File: src/rtl/ah_decode_route_ctrl_if.sv
`default_nettype none
// +------------------------------------------------------------------+
// | ah_decode_route_ctrl_if: config, ingress, dispatch, error bundle  |
// | Rev 1.0                                                          |
// +------------------------------------------------------------------+
interface ah_decode_route_ctrl_if #(
  parameter int NUM_CLIENTS = 10,
  parameter int ADDR_W      = 34,
  parameter int IDX_W       = 4,
  parameter int ERR_CNT_W   = 16
);
  logic                   cfg_wr_en;
  logic [IDX_W-1:0]       cfg_idx;
  logic [ADDR_W-1:0]      cfg_base;
  logic [ADDR_W-1:0]      cfg_limit;
  logic                   cfg_enable;
  logic                   cfg_ready;
  logic                   req_valid;
  logic                   req_ready;
  logic [ADDR_W-1:0]      ingress_pkt_field;
  logic [NUM_CLIENTS-1:0] dsp_valid;
  logic [NUM_CLIENTS-1:0] dsp_ready;
  logic [ADDR_W-1:0]      dsp_addr;
  logic                   dec_err;
  logic [ADDR_W-1:0]      err_addr;
  logic [ERR_CNT_W-1:0]   err_count;
  logic                   busy;

  modport slave (
    input  cfg_wr_en, cfg_idx, cfg_base, cfg_limit, cfg_enable,
    input  req_valid, ingress_pkt_field, dsp_ready,
    output cfg_ready, req_ready, dsp_valid, dsp_addr,
    output dec_err, err_addr, err_count, busy
  );

  modport master (
    output cfg_wr_en, cfg_idx, cfg_base, cfg_limit, cfg_enable,
    output req_valid, ingress_pkt_field, dsp_ready,
    input  cfg_ready, req_ready, dsp_valid, dsp_addr,
    input  dec_err, err_addr, err_count, busy
  );
endinterface
`default_nettype wire

File: src/rtl/ah_decode_route_ctrl.sv
`default_nettype none
// +------------------------------------------------------------------+
// | ah_decode_route_ctrl: window address decoder and request router   |
// | Rev 1.0                                                          |
// +------------------------------------------------------------------+
module ah_decode_route_ctrl #(
  parameter int NUM_CLIENTS = 10,
  parameter int ADDR_W      = 34,
  parameter int IDX_W       = 4,
  parameter int ERR_CNT_W   = 16
) (
  input wire clk,
  input wire rst,
  ah_decode_route_ctrl_if.slave bus
);

  typedef enum logic [1:0] {
    IDLE     = 2'd0,
    DECODE   = 2'd1,
    DISPATCH = 2'd2,
    ERROR    = 2'd3
  } state_t;

  state_t                 state_q, state_d;
  logic [ADDR_W-1:0]      addr_q, addr_d;
  logic [NUM_CLIENTS-1:0] sel_q, sel_d;
  logic [ADDR_W-1:0]      base_q  [NUM_CLIENTS];
  logic [ADDR_W-1:0]      base_d  [NUM_CLIENTS];
  logic [ADDR_W-1:0]      limit_q [NUM_CLIENTS];
  logic [ADDR_W-1:0]      limit_d [NUM_CLIENTS];
  logic [NUM_CLIENTS-1:0] en_q, en_d;
  logic [ADDR_W-1:0]      err_addr_q, err_addr_d;
  logic [ERR_CNT_W-1:0]   err_count_q, err_count_d;

  logic                   idle;
  logic                   cfg_accept;
  logic                   req_accept;
  logic                   hit;
  logic [NUM_CLIENTS-1:0] match_sel;

  assign idle       = (state_q == IDLE);
  assign cfg_accept = idle & bus.cfg_wr_en;
  assign req_accept = idle & ~bus.cfg_wr_en & bus.req_valid;

  // First matching index wins; an inverted window (base > limit) can never satisfy both bounds.
  always_comb begin
    hit       = 1'b0;
    match_sel = '0;
    for (int i = 0; i < NUM_CLIENTS; i++) begin
      if (!hit && en_q[i] && (addr_q >= base_q[i]) && (addr_q <= limit_q[i])) begin
        match_sel[i] = 1'b1;
        hit          = 1'b1;
      end
    end
  end

  always_comb begin
    state_d     = state_q;
    addr_d      = addr_q;
    sel_d       = sel_q;
    base_d      = base_q;
    limit_d     = limit_q;
    en_d        = en_q;
    err_addr_d  = err_addr_q;
    err_count_d = err_count_q;

    // Out-of-range indices match no entry and are silently dropped.
    for (int i = 0; i < NUM_CLIENTS; i++) begin
      if (cfg_accept && (bus.cfg_idx == IDX_W'(i))) begin
        base_d[i]  = bus.cfg_base;
        limit_d[i] = bus.cfg_limit;
        en_d[i]    = bus.cfg_enable;
      end
    end

    case (state_q)
      IDLE: begin
        if (req_accept) begin
          addr_d  = bus.ingress_pkt_field;
          state_d = DECODE;
        end
      end
      DECODE: begin
        if (hit) begin
          sel_d   = match_sel;
          state_d = DISPATCH;
        end else begin
          // Error status is loaded here so it is visible alongside the dec_err pulse.
          err_addr_d = addr_q;
          if (err_count_q != '1) begin
            err_count_d = err_count_q + ERR_CNT_W'(1);
          end
          state_d = ERROR;
        end
      end
      DISPATCH: begin
        if (|(bus.dsp_ready & sel_q)) begin
          sel_d   = '0;
          state_d = IDLE;
        end
      end
      ERROR:   state_d = IDLE;
      default: state_d = IDLE;
    endcase
  end

  always_ff @(posedge clk or posedge rst) begin
    if (rst) begin
      state_q     <= IDLE;
      addr_q      <= '0;
      sel_q       <= '0;
      en_q        <= '0;
      err_addr_q  <= '0;
      err_count_q <= '0;
      for (int i = 0; i < NUM_CLIENTS; i++) begin
        base_q[i]  <= '0;
        limit_q[i] <= '0;
      end
    end else begin
      state_q     <= state_d;
      addr_q      <= addr_d;
      sel_q       <= sel_d;
      en_q        <= en_d;
      err_addr_q  <= err_addr_d;
      err_count_q <= err_count_d;
      for (int i = 0; i < NUM_CLIENTS; i++) begin
        base_q[i]  <= base_d[i];
        limit_q[i] <= limit_d[i];
      end
    end
  end

  assign bus.cfg_ready = idle;
  assign bus.req_ready = idle & ~bus.cfg_wr_en;
  assign bus.dsp_valid = (state_q == DISPATCH) ? sel_q : '0;
  assign bus.dsp_addr  = addr_q;
  assign bus.dec_err   = (state_q == ERROR);
  assign bus.err_addr  = err_addr_q;
  assign bus.err_count = err_count_q;
  assign bus.busy      = ~idle;

endmodule
`default_nettype wire

File: src/flat_wrapper.sv
// flat-port wrapper written by rule: the top's interface ports become plain ports
module ah_decode_route_ctrl_flat 
#(
  parameter int NUM_CLIENTS = 10,
  parameter int ADDR_W      = 34,
  parameter int IDX_W       = 4,
  parameter int ERR_CNT_W   = 16
)
  (clk, rst, bus_cfg_wr_en, bus_cfg_idx, bus_cfg_base, bus_cfg_limit, bus_cfg_enable, bus_req_valid, bus_ingress_pkt_field, bus_dsp_ready, bus_cfg_ready, bus_req_ready, bus_dsp_valid, bus_dsp_addr, bus_dec_err, bus_err_addr, bus_err_count, bus_busy);
  ah_decode_route_ctrl_if #(.NUM_CLIENTS(NUM_CLIENTS), .ADDR_W(ADDR_W), .IDX_W(IDX_W), .ERR_CNT_W(ERR_CNT_W)) bus_i ();
  input wire clk;
  input wire rst;
  input wire logic [$bits(bus_i.cfg_wr_en)-1:0] bus_cfg_wr_en;
  input wire logic [$bits(bus_i.cfg_idx)-1:0] bus_cfg_idx;
  input wire logic [$bits(bus_i.cfg_base)-1:0] bus_cfg_base;
  input wire logic [$bits(bus_i.cfg_limit)-1:0] bus_cfg_limit;
  input wire logic [$bits(bus_i.cfg_enable)-1:0] bus_cfg_enable;
  input wire logic [$bits(bus_i.req_valid)-1:0] bus_req_valid;
  input wire logic [$bits(bus_i.ingress_pkt_field)-1:0] bus_ingress_pkt_field;
  input wire logic [$bits(bus_i.dsp_ready)-1:0] bus_dsp_ready;
  output wire logic [$bits(bus_i.cfg_ready)-1:0] bus_cfg_ready;
  output wire logic [$bits(bus_i.req_ready)-1:0] bus_req_ready;
  output wire logic [$bits(bus_i.dsp_valid)-1:0] bus_dsp_valid;
  output wire logic [$bits(bus_i.dsp_addr)-1:0] bus_dsp_addr;
  output wire logic [$bits(bus_i.dec_err)-1:0] bus_dec_err;
  output wire logic [$bits(bus_i.err_addr)-1:0] bus_err_addr;
  output wire logic [$bits(bus_i.err_count)-1:0] bus_err_count;
  output wire logic [$bits(bus_i.busy)-1:0] bus_busy;
  assign bus_i.cfg_wr_en = bus_cfg_wr_en;
  assign bus_i.cfg_idx = bus_cfg_idx;
  assign bus_i.cfg_base = bus_cfg_base;
  assign bus_i.cfg_limit = bus_cfg_limit;
  assign bus_i.cfg_enable = bus_cfg_enable;
  assign bus_i.req_valid = bus_req_valid;
  assign bus_i.ingress_pkt_field = bus_ingress_pkt_field;
  assign bus_i.dsp_ready = bus_dsp_ready;
  assign bus_cfg_ready = bus_i.cfg_ready;
  assign bus_req_ready = bus_i.req_ready;
  assign bus_dsp_valid = bus_i.dsp_valid;
  assign bus_dsp_addr = bus_i.dsp_addr;
  assign bus_dec_err = bus_i.dec_err;
  assign bus_err_addr = bus_i.err_addr;
  assign bus_err_count = bus_i.err_count;
  assign bus_busy = bus_i.busy;
  ah_decode_route_ctrl #(.NUM_CLIENTS(NUM_CLIENTS), .ADDR_W(ADDR_W), .IDX_W(IDX_W), .ERR_CNT_W(ERR_CNT_W)) u_core (.clk(clk), .rst(rst), .bus(bus_i));
endmodule
File: config.mk
export PLATFORM = sky130hd
export DESIGN_NAME = ah_decode_route_ctrl_flat
export DESIGN_NICKNAME = d
export VERILOG_FILES = /design/src/rtl/ah_decode_route_ctrl_if.sv /design/src/rtl/ah_decode_route_ctrl.sv /design/src/flat_wrapper.sv
export SDC_FILE = /design/constraint.sdc
export NUM_CORES = 2
export LEC_CHECK = 0
export ABC_AREA = 1
export BUFFER_PORTS_ARGS = -buffer_cell sky130_fd_sc_hd__buf_2
export CAP_MARGIN = 10
export CORE_MARGIN = 2
export CORE_UTILIZATION = 63
export CTS_BUF_LIST = sky130_fd_sc_hd__clkbuf_2
export CTS_CLUSTER_DIAMETER = 100
export DETAILED_ROUTE_END_ITERATION = 8
export PLACE_DENSITY_LB_ADDON = 0.12
export REMOVE_ABC_BUFFERS = 1
export SYNTH_ARGS = -nofsm -noshare
export SYNTH_HDL_FRONTEND = slang
export SYNTH_SLANG_ARGS = --single-unit
File: constraint.sdc
create_clock -name clk -period 30.6 [get_ports clk]
set_input_delay 6.12 -clock clk [delete_from_list [all_inputs] [get_ports clk]]
set_output_delay 6.12 -clock clk [all_outputs]
set_load 0.01 [all_outputs]
==> results.rst <==
.. list-table::
   :header-rows: 1

   * - Metric
     - Value
   * - Vias in the first global route
     - 37.8k
   * - Number of enable-type register cells in the synthesized netlist
     - 0
   * - Post-CTS Setup Inserts
     - 0
   * - Setup-failing EPs final
     - 0
   * - VDD IR-drop max
     - approximately 98 uV
   * - Post-Syn Area per Cell
     - slightly above 8 um2
   * - Mean routed wirelength per cell
     - 18.8 um
   * - RSZ-0062 raised after global routing
     - no
   * - Summed negative setup slack over all endpoints
     - 0 ps
   * - Total power per unit cell area
     - roughly 110 mW/mm2
   * - Overall global routing resource usage
     - 0.353
   * - Routed WL
     - approximately 130000 um
   * - Port Buffers
     - about 220
   * - Layout overhead on the synthesized area
     - 8.45%
   * - Count of placed standard cells in the final layout, fillers left out
     - about 7.1k
   * - Mean number of vias per cell
     - roughly 5.7
   * - Share of layout cells above drive strength 1
     - 0.104
   * - Height of the chip
     - roughly 280 um
   * - Number of buffers and inverters on the critical path
     - 2
   * - Data arrival time of the critical path
     - ~6600 ps
   * - Resized Gates After CTS
     - 0
   * - Number of buffers on the longest clock path
     - 3
   * - Worst r2r src
     - u_core.bus.dsp_addr[0]$_DFFE_PP0P_
   * - Type of origin of the critical path
     - input pin
   * - Width of the die
     - 277 um
   * - CTS tree
     - yes
   * - Cells along the critical path
     - buf_2, nor2_1, buf_2
   * - Max-slew headroom at the worst pin
     - 0.117
   * - Sequential cell area
     - between 0.015 and 0.02 mm2
   * - Depth of the most critical reg-to-reg path
     - 16
   * - Max Freq
     - ~79 MHz
   * - Gate count after technology mapping
     - about 5.7k
   * - Leakage component of the power
     - 26.2 nW
   * - Sequential share of the synthesized area
     - 0.420
   * - Final core utilization
     - 0.693
   * - Area contributors post-synth
     - sky130_fd_sc_hd__dfrtp_1 42%, sky130_fd_sc_hd__ha_1 18%, sky130_fd_sc_hd__nand2_1 11%, sky130_fd_sc_hd__o21ai_0 8.4%, sky130_fd_sc_hd__inv_1 7.3%
   * - End of the worst register-to-register path
     - u_core.bus.err_count[14]$_DFFE_PP0P_
   * - Power Total
     - 5.58 mW
   * - Number of vias after detailed routing
     - 40.3k
   * - Largest area contributor in the synthesized netlist
     - sky130_fd_sc_hd__dfrtp_1
   * - Clk slew on worst S/H paths
     - around 90 ps
   * - CP max stage delay
     - around 210 ps
   * - CTS buffer count
     - 202
   * - Worst hold margin
     - 472 ps
   * - Measured slew at the worst slew-check pin
     - 1310 ps
   * - DRC violations left
     - 0
   * - Crit path max-delay family
     - buffers and inverters
   * - Setup WS post-layout
     - between 15000 and 20000 ps
   * - Post-synth ARST share
     - 1.00
   * - Detailed-placement wirelength estimate
     - about 89000 um
   * - Filler cells
     - ~6.2k
   * - Master of the slowest instance on the critical path
     - sky130_fd_sc_hd__nor2_1
   * - Share of the synthesized area in the top cell type
     - 0.420
   * - Min-delay src
     - u_core.bus.err_addr[25]$_DFFE_PP0P_
   * - Number of cells on the worst hold path
     - 2
   * - Core Footprint
     - around 0.073 mm2
   * - Class of the most critical hold timing path
     - reg -> reg
   * - Sinks on the clock net
     - about 790
   * - Critical path type
     - in -> out
   * - Final Skew
     - between 100 and 150 ps
   * - Global-route wire length before repair
     - ~210000 um
   * - Routability Congestion
     - ~0.92
   * - Initial DRT Pass Iterations
     - 6
   * - Detailed router's first-iteration violation count
     - between 4k and 5k
   * - Critical Path Most Common Cell
     - sky130_fd_sc_hd__buf_2
   * - CTS Root Buffer Type
     - sky130_fd_sc_hd__clkbuf_2
   * - Dpl cell area
     - about 0.049 mm2
   * - Non-Filler Cell Area, Final
     - just over 0.05 mm2
   * - DR top layer
     - met4
   * - Synth cell types
     - 47
   * - Count of maximum capacitance violations
     - 0
   * - Number of core rows
     - slightly below 100
   * - Insertion delay of the later-clocked pin in the worst-skew pair
     - between 1000 and 1500 ps
   * - Top cells by count, synth
     - 1424 x sky130_fd_sc_hd__nand2_1, 916 x sky130_fd_sc_hd__inv_1, 787 x sky130_fd_sc_hd__o21ai_0, 786 x sky130_fd_sc_hd__dfrtp_1, 686 x sky130_fd_sc_hd__ha_1
   * - Number of pins with negative max-slew slack in the final report
     - 0
   * - Tcrit/Tclk final
     - 0.416
   * - Dpl cells
     - between 6k and 7k
   * - Multi-input gate area
     - 0.0231 mm2
   * - Post-route ant nets
     - 0
   * - Ys flop type
     - sky130_fd_sc_hd__dfrtp_1
   * - Count of nets after finishing
     - between 6k and 7k
   * - Max Fanout on Critical Path
     - 3
   * - Total of hold buffers inserted after clock tree synthesis
     - 0
   * - Initial core utilization
     - 0.639
   * - Pin count of the biggest net entering global routing
     - 180
   * - Worst Setup Slack post-DPL
     - approximately 18000 ps
   * - Status
     - completed
   * - Antenna violations before repair
     - 1
   * - Final critical path time including I/O delays and setup
     - ~13000 ps
   * - Number of H-tree branching levels
     - 4
   * - Number of failing hold endpoints at the final stage
     - 0
   * - DIE AREA
     - between 0.07 and 0.08 mm2
   * - Met2 wire length
     - between 50000 and 60000 um
   * - GRT Residual Overflow
     - 0
   * - Required @ worst endpoint
     - approximately 24000 ps
   * - Detail Route met3 WL
     - roughly 13000 um
   * - Number of register bits inferred by synthesis
     - 786
   * - Most repeated cell in the gate-level netlist after synthesis
     - sky130_fd_sc_hd__nand2_1
   * - Critical path endpoint category
     - output pin
   * - I/O pin count
     - 219
   * - Routed length on met1
     - 57800 um
   * - End of the worst hold path
     - u_core.bus.err_addr[25]$_DFFE_PP0P_
   * - Synth warnings
     - 0
   * - Synthesized area
     - 0.0468 mm2
   * - Reg2reg setup slack
     - approximately 26000 ps
==> worst max-delay path by stage <==
stage	start	endpoint	slack, ps	cells past startpoint
global route	bus_cfg_wr_en	bus_req_ready	17850	3
global placement	bus_cfg_wr_en	bus_req_ready	17870	3
floorplan	rst	u_core.base_q[0]$_DFFE_PP0P_	2410	1
finish	bus_cfg_wr_en	bus_req_ready	17870	3
CTS	bus_cfg_wr_en	bus_req_ready	17880	3
detailed placement	bus_cfg_wr_en	bus_req_ready	17880	3
==> area by class of cell <==
| class | count | area share |
|---|---|---|
| diodes | 1 | 0.0000493 |
| clock buffers | 295 | 0.0291 |
| clock inverters | 57 | 0.00572 |
| inverters | 918 | 0.0680 |
| multi-input cells | 3844 | 0.456 |
| flip-flops and latches | 786 | 0.387 |
| well taps | 959 | 0.0236 |
| repair buffers | 270 | 0.0299 |
==> routing by layer <==
| layer | vias to the layer above | GRT usage |
|---|---|---|
| met2 | 1600 | 0.541 |
| met1 | 19112 | 0.495 |
| li1 | 19336 | - |
| met3 | 282 | 0.0744 |
| met5 | - | 0 |
| met4 | 0 | 0.135 |
==> worst reg2reg max path: stages (launching register included) <==
cell                      delay [ps]
sky130_fd_sc_hd__dfrtp_1         390
sky130_fd_sc_hd__inv_1           570
sky130_fd_sc_hd__buf_4           440
sky130_fd_sc_hd__ha_1            290
sky130_fd_sc_hd__nand4_1         110
sky130_fd_sc_hd__nor2_1          170
sky130_fd_sc_hd__nand4_1         220
sky130_fd_sc_hd__nand4_1         350
sky130_fd_sc_hd__nand3_1         300
sky130_fd_sc_hd__nand4_1         170
sky130_fd_sc_hd__nor2_2          160
sky130_fd_sc_hd__nand4_2         150
sky130_fd_sc_hd__nor2_4          110
sky130_fd_sc_hd__buf_4           540
sky130_fd_sc_hd__nand2_2         410
sky130_fd_sc_hd__nand2_1         150
sky130_fd_sc_hd__nand2_1          60
==> cell families (layout without fill, tap and decap cells) <==
family,Yosys count,count (layout),share of synthesized area
and+or+nand+nor,1938,1938,0.168
AOI/OAI and AO/OA,1173,1173,0.130
buffers and inverters,1084,1540,0.0874
DFF,786,786,0.420
adders and majority gates,686,686,0.183
muxes,33,33,0.00794
xor gates and xnor gates,14,14,0.00262
other,0,1,0
==> flip-flops by register name, indices dropped and copies added (netlist names) <==
register / cells
u_core.bus.dsp_addr: 34
u_core.en_q: 10
u_core.sel_q: 10
u_core.limit_q: 340
u_core.bus.err_count: 16
u_core.base_q: 340
u_core.state_q: 2
u_core.bus.err_addr: 34
==> placed cells by master (no fill, tap or decap), types with 49 or more instances in the layout <==
cell type                  instances
sky130_fd_sc_hd__nand2_1        1418
sky130_fd_sc_hd__inv_1           915
sky130_fd_sc_hd__o21ai_0         787
sky130_fd_sc_hd__dfrtp_1         786
sky130_fd_sc_hd__ha_1            686
sky130_fd_sc_hd__a21oi_1         298
sky130_fd_sc_hd__clkbuf_2        295
sky130_fd_sc_hd__nor2_1          225
sky130_fd_sc_hd__buf_2           218
sky130_fd_sc_hd__nand3_1          92
sky130_fd_sc_hd__nand4_1          92
sky130_fd_sc_hd__buf_4            49
==> where the power goes <==
part | total (mW) | leakage [nW] | switching [mW] | internal, mW
combinational | 3.12 | 14.5 | 1.99 | 1.13
clock | 0.720 | 1.37 | 0.451 | 0.269
sequential | 1.74 | 10.4 | 0.248 | 1.49
total | 5.58 | 26.2 | 2.69 | 2.89
No activity file was read; power rests on OpenSTA's default activity.
